**config.mk**
```make
export PLATFORM = sky130hd
export DESIGN_NAME = mc_core_param
export DESIGN_NICKNAME = d
export VERILOG_FILES = /design/src/rtl/mc_core_param.sv
export SDC_FILE = /design/constraint.sdc
export NUM_CORES = 2
export LEC_CHECK = 0
export CAP_MARGIN = 5
export CORE_ASPECT_RATIO = 2
export CORE_UTILIZATION = 25
export CTS_CLUSTER_DIAMETER = 50
export DETAILED_ROUTE_END_ITERATION = 16
export PLACE_DENSITY = 0.46
export RECOVER_POWER = 100
export SLEW_MARGIN = 20
export SYNTH_ARGS = -nofsm -noshare
export SYNTH_HDL_FRONTEND = slang
export SYNTH_SLANG_ARGS = --single-unit
```
**constraint.sdc**
```tcl
create_clock -name clk -period 12.1 [get_ports clk]
set_input_delay 1.21 -clock clk [delete_from_list [all_inputs] [get_ports clk]]
set_output_delay 1.21 -clock clk [all_outputs]
set_load 0.005 [all_outputs]
```
**src/rtl/mc_core_param.sv**
```systemverilog
// Parametrised multi-cycle core: 10-opcode 32-bit ISA, req/ack instruction and data memories.
// Latency: ALU 4, LDR 5, STR 4, LDRI 3, JEQ/JNE 3 cycles with zero-wait memories; +1 per ack-wait cycle.
// Backpressure: each request is held (address/we/wdata stable) until its ack; one access outstanding at a time.
module mc_core_param #(
    parameter int DATA_W  = 32,
    parameter int IMEM_AW = 8,
    parameter int DMEM_AW = 8,
    parameter int CNT_W   = 32
) (
    input  logic               clk,
    input  logic               reset,
    output logic               imem_req,
    output logic [IMEM_AW-1:0] imem_addr,
    input  logic               imem_ack,
    input  logic [31:0]        imem_rdata,
    output logic               dmem_req,
    output logic               dmem_we,
    output logic [DMEM_AW-1:0] dmem_addr,
    output logic [DATA_W-1:0]  dmem_wdata,
    input  logic               dmem_ack,
    input  logic [DATA_W-1:0]  dmem_rdata,
    output logic               halted,
    output logic               trap,
    output logic [IMEM_AW-1:0] pc,
    output logic [CNT_W-1:0]   retire_count
);

    localparam logic [5:0] OP_ADD  = 6'b000001;
    localparam logic [5:0] OP_SUB  = 6'b000010;
    localparam logic [5:0] OP_AND  = 6'b000100;
    localparam logic [5:0] OP_OR   = 6'b001000;
    localparam logic [5:0] OP_LDR  = 6'b100001;
    localparam logic [5:0] OP_STR  = 6'b100010;
    localparam logic [5:0] OP_LDRI = 6'b100100;
    localparam logic [5:0] OP_JNE  = 6'b111101;
    localparam logic [5:0] OP_JEQ  = 6'b111110;
    localparam logic [5:0] OP_EXIT = 6'b111111;

    typedef enum logic [2:0] {
        S_FETCH, S_DECODE, S_EXEC, S_MEM, S_WB, S_HALT
    } state_t;

    state_t              state;
    logic [31:0]         ir;
    logic [DATA_W-1:0]   a_r;
    logic [DATA_W-1:0]   b_r;
    logic [DATA_W-1:0]   wb_val;
    logic [DMEM_AW-1:0]  daddr_r;
    logic [DATA_W-1:0]   wdata_r;
    logic [IMEM_AW-1:0]  pc_r;
    logic [CNT_W-1:0]    retire_r;
    logic                halted_r;
    logic                trap_r;
    logic [DATA_W-1:0]   rf [32];

    logic [5:0]          op;
    logic [DATA_W-1:0]   imm_sext;
    logic [DATA_W-1:0]   alu_res;
    logic                is_alu_op;
    logic                is_legal;
    logic [4:0]          wb_dst;
    logic [IMEM_AW-1:0]  pc_inc;

    assign op       = ir[31:26];
    assign imm_sext = DATA_W'($signed(ir[15:0]));
    assign pc_inc   = pc_r + IMEM_AW'(1);
    assign is_alu_op = (op == OP_ADD) || (op == OP_SUB) || (op == OP_AND) || (op == OP_OR);
    // Register-register ops write rd; loads write rt.
    assign wb_dst   = is_alu_op ? ir[15:11] : ir[20:16];

    // Requests follow the state register and are forced low while reset is held,
    // so an in-flight handshake is dropped in the very cycle reset rises.
    assign imem_req     = (state == S_FETCH) && !reset;
    assign dmem_req     = (state == S_MEM) && !reset;
    assign dmem_we      = (state == S_MEM) && (op == OP_STR) && !reset;
    assign imem_addr    = pc_r;
    assign dmem_addr    = daddr_r;
    assign dmem_wdata   = wdata_r;
    assign pc           = pc_r;
    assign retire_count = retire_r;
    assign halted       = halted_r;
    assign trap         = trap_r;

    // Opcode legality decode of the latched instruction.
    always_comb begin
        is_legal = 1'b0;
        case (op)
            OP_ADD, OP_SUB, OP_AND, OP_OR, OP_LDR, OP_STR,
            OP_LDRI, OP_JNE, OP_JEQ, OP_EXIT: is_legal = 1'b1;
            default:                          is_legal = 1'b0;
        endcase
    end

    // ALU: register ops on rs/rt operands, address generation for loads/stores.
    always_comb begin
        alu_res = a_r + b_r;
        case (op)
            OP_SUB:         alu_res = a_r - b_r;
            OP_AND:         alu_res = a_r & b_r;
            OP_OR:          alu_res = a_r | b_r;
            OP_LDR, OP_STR: alu_res = a_r + imm_sext;
            default:        alu_res = a_r + b_r;
        endcase
    end

    // Control FSM with datapath registers, register file and retire counter.
    always_ff @(posedge clk) begin
        if (reset) begin
            state    <= S_FETCH;
            ir       <= '0;
            a_r      <= '0;
            b_r      <= '0;
            wb_val   <= '0;
            daddr_r  <= '0;
            wdata_r  <= '0;
            pc_r     <= '0;
            retire_r <= '0;
            halted_r <= 1'b0;
            trap_r   <= 1'b0;
            for (int i = 0; i < 32; i++) rf[i] <= '0;
        end else begin
            case (state)
                S_FETCH: begin
                    if (imem_ack) begin
                        ir    <= imem_rdata;
                        state <= S_DECODE;
                    end
                end
                S_DECODE: begin
                    a_r <= rf[ir[25:21]];
                    b_r <= rf[ir[20:16]];
                    if (op == OP_EXIT) begin
                        halted_r <= 1'b1;
                        state    <= S_HALT;
                    end else if (!is_legal) begin
                        halted_r <= 1'b1;
                        trap_r   <= 1'b1;
                        state    <= S_HALT;
                    end else if (op == OP_LDRI) begin
                        wb_val <= imm_sext;
                        state  <= S_WB;
                    end else begin
                        state <= S_EXEC;
                    end
                end
                S_EXEC: begin
                    if (op == OP_JEQ || op == OP_JNE) begin
                        if ((a_r == b_r) == (op == OP_JEQ)) pc_r <= ir[IMEM_AW-1:0];
                        else                                 pc_r <= pc_inc;
                        retire_r <= retire_r + CNT_W'(1);
                        state    <= S_FETCH;
                    end else if (op == OP_LDR || op == OP_STR) begin
                        daddr_r <= alu_res[DMEM_AW-1:0];
                        wdata_r <= b_r;
                        state   <= S_MEM;
                    end else begin
                        wb_val <= alu_res;
                        state  <= S_WB;
                    end
                end
                S_MEM: begin
                    if (dmem_ack) begin
                        if (op == OP_STR) begin
                            pc_r     <= pc_inc;
                            retire_r <= retire_r + CNT_W'(1);
                            state    <= S_FETCH;
                        end else begin
                            wb_val <= dmem_rdata;
                            state  <= S_WB;
                        end
                    end
                end
                S_WB: begin
                    rf[wb_dst] <= wb_val;
                    pc_r       <= pc_inc;
                    retire_r   <= retire_r + CNT_W'(1);
                    state      <= S_FETCH;
                end
                default: state <= S_HALT;
            endcase
        end
    end

endmodule

```
==> impl_metrics.json <==
{
  "outcome": "finished, violations left",
  "violations": "capacitance limit, slew limit",
  "fp.dieW_microns": 370.6,
  "path_max_fanout": 18,
  "post-route-drc-count": 0,
  "drv_cap": 100,
  "synthCells": 5000,
  "power_density_mw_per_mm2": 171.7,
  "grt_first_pass_wirelength_microns": 354300,
  "drive_gt1_frac": 0.1900,
  "busiest_layer": "met2",
  "ir_worst_vdd_mv": 0.1248,
  "fin_crit_ns": 8.368,
  "start_kind": "flop",
  "grt_pass1_vias": 45370,
  "clk_pin_slew_worst_paths_ns": 0.07,
  "cts.repair.resized": 0,
  "setup-violations-final": 0,
  "required_ns": 12.45,
  "synth_ff_type": "edfxtp_1",
  "finClkSkew_ns": 0.03425,
  "synth_warnings": 0,
  "timing.final.hold_violations": 0,
  "antenna_left": 0,
  "syn2layout_area_growth_pct": 13.08,
  "worstPathArrival_ns": 8.72,
  "syn_area_sq_mm": 0.06792,
  "place_area_sq_mm": 0.07379,
  "initial_core_util": 0.2513,
  "gp_congestion": 0.9149,
  "nFillCells": 27250,
  "synth_edf_count": 1024,
  "std_cell_rows": 270,
  "leakage_uw": 0.02518,
  "tns_ns": 0,
  "cts_sinks": 1237,
  "clk_latency_ns": 0.77,
  "dieHeight_microns": 739.1,
  "ctsHoldBuffers": 0,
  "critical_path_class": "reg2reg",
  "syn_avg_cell_area_sq_um": 13.58,
  "end_kind": "flop",
  "async_flop_share": 0,
  "synth.most_common_cell": "and2_1",
  "post-route-period-util": 0.6916,
  "fin_area_sq_mm": 0.07680,
  "synth_cell_types": 79,
  "grt.met2_usage": 0.3645,
  "totalWireLength_microns": 256200,
  "post-cts-setup-buffers": 0,
  "grt_max_degree": 113,
  "wl_per_cell_microns": 29.91,
  "cts_tree": "built",
  "nets": 5130,
  "met1_usage": 0.1840,
  "htree_num_levels": 3,
  "rsz0062_at_grt": "false",
  "power.total_uw": 13180,
  "ys_seq_area_frac": 0.5155,
  "synth_area_leaders": "edfxtp_1, mux4_2, and2_1",
  "grt_overflow": 0,
  "synth_nets": 5202,
  "design.core.area_sq_mm": 0.2703,
  "hold_class": "reg2reg",
  "dp_hpwl_microns": 162400,
  "synth_top_area_frac": 0.4527,
  "met3_usage": 0.01947,
  "fmax_mhz": 119.5,
  "slew_viol_final": 2452,
  "synth_top_area_cell": "edfxtp_1",
  "vias": 43430,
  "drt_iter0_drc": 3369,
  "max-slew-margin-rel": -2.160,
  "worstMarginPinSlew_ns": 4.691,
  "portBuffers": 160,
  "synthTopCellsByCount": "and2_1, edfxtp_1, mux4_2",
  "cts_buffers": 111,
  "via_per_inst": 5.071,
  "grtUsageTotal": 0.1838,
  "fp.dieArea_sq_mm": 0.2739,
  "firstDrtPassIters": 5,
  "cts_root_buffer": "clkbuf_16",
  "synth_seq_cells": 1237,
  "clk_path_buf_depth": 3,
  "ios": 161,
  "antenna_found_initial": 11
}
-- cells by family (layout without fill, tap and decap cells) --
group,after synthesis,after routing,share of synthesized area
compound gates,561,561,0.05386
xor+xnor,85,85,0.01096
fa+ha+maj,134,134,0.02491
buf+inv,567,592,0.03209
flops,1237,1237,0.5155
mux,729,729,0.2256
other cells,0,4,0
simple gates,1687,1687,0.1371
-- worst max-delay path, stage by stage (launching register included) --
cell	delay, ns
dfxtp_1	0.65
xnor2_1	0.18
nor2_1	0.06
a21oi_1	0.13
o22ai_1	0.10
nand2_1	0.47
mux2i_1	0.40
nand3_1	0.86
o21ai_0	3.74
clkbuf_1	1.35
-- flip-flops by register name (all words and copies together) (netlist names) --
signal,flops
wb_val,32
trap,1
a_r,32
ir,32
dmem_addr,8
dmem_wdata,32
halted,1
state,3
b_r,32
retire_count,32
imem_addr,8
rf,1024
-- placed cells by master (no fill, tap or decap), types with 32 or more instances in the layout --
cell type	instances
dfxtp_1	184
nand2_1	253
a21oi_1	173
and2_1	542
a211oi_1	78
xnor2_1	39
inv_1	96
o21ai_0	101
and2_0	487
xor2_1	46
dlygate4sd3_1	94
nor3_1	32
clkbuf_16	112
clkbuf_1	96
ha_1	132
buf_4	45
mux2i_1	74
nor2_1	213
nand3_1	40
clkdlybuf4s50_1	65
mux4_2	640
edfxtp_1	1024
a21o_1	32
-- power breakdown --
group	internal (uW)	switching (uW)	leakage, uW
logic	1660	2480	0.0111
registers	4860	476	0.0123
clock network	1930	1790	0.00175
total	8440	4740	0.0252
-- per-layer routing --
layer  share of wire  up-vias
li1                -    18620
met1            0.33    22760
met2            0.57     1477
met3           0.044      559
met4           0.058       10
met5         0.00023        -
-- worst paths after layout --
kind                  start              to  slack (ns)  cells after the start
max                  ir[27]      rf[24][25]        3.73                      9
min          dmem_wdata[23]  dmem_wdata[23]        0.45                      2
max reg2reg          ir[27]      rf[24][25]        3.73                      9
min reg2reg  dmem_wdata[23]  dmem_wdata[23]        0.45                      2
-- through the flow --
| stage | std cells | hold WS, ns | setup slack (ns) | utilization |
|---|---|---|---|---|
| floorplan | 5000 | 0.4421 | 7.395 | - |
| global placement | 8351 | 0.4406 | 6.428 | 0.2730 |
| detailed placement | 8351 | 0.4478 | 6.467 | 0.2731 |
| CTS | 8561 | 0.4582 | 6.453 | 0.2864 |
| global route | 8562 | 0.4702 | 3.510 | 0.2842 |
| finish | 8565 | 0.4518 | 3.732 | 0.2842 |
-- area by class of cell --
type | instances | area [sq um] | share of cell area
multi-input cells | 3196 | 31020 | 0.4039
diodes | 4 | 10.01 | 0.0001303
flip-flops and latches | 1237 | 35070 | 0.4566
well taps | 3536 | 4424 | 0.05761
repair buffers | 284 | 2305 | 0.03001
inverters | 98 | 370.4 | 0.004822
clock buffers | 133 | 2882 | 0.03752
clock inverters | 77 | 719.4 | 0.009367
Power figures use the tool's default switching activity.
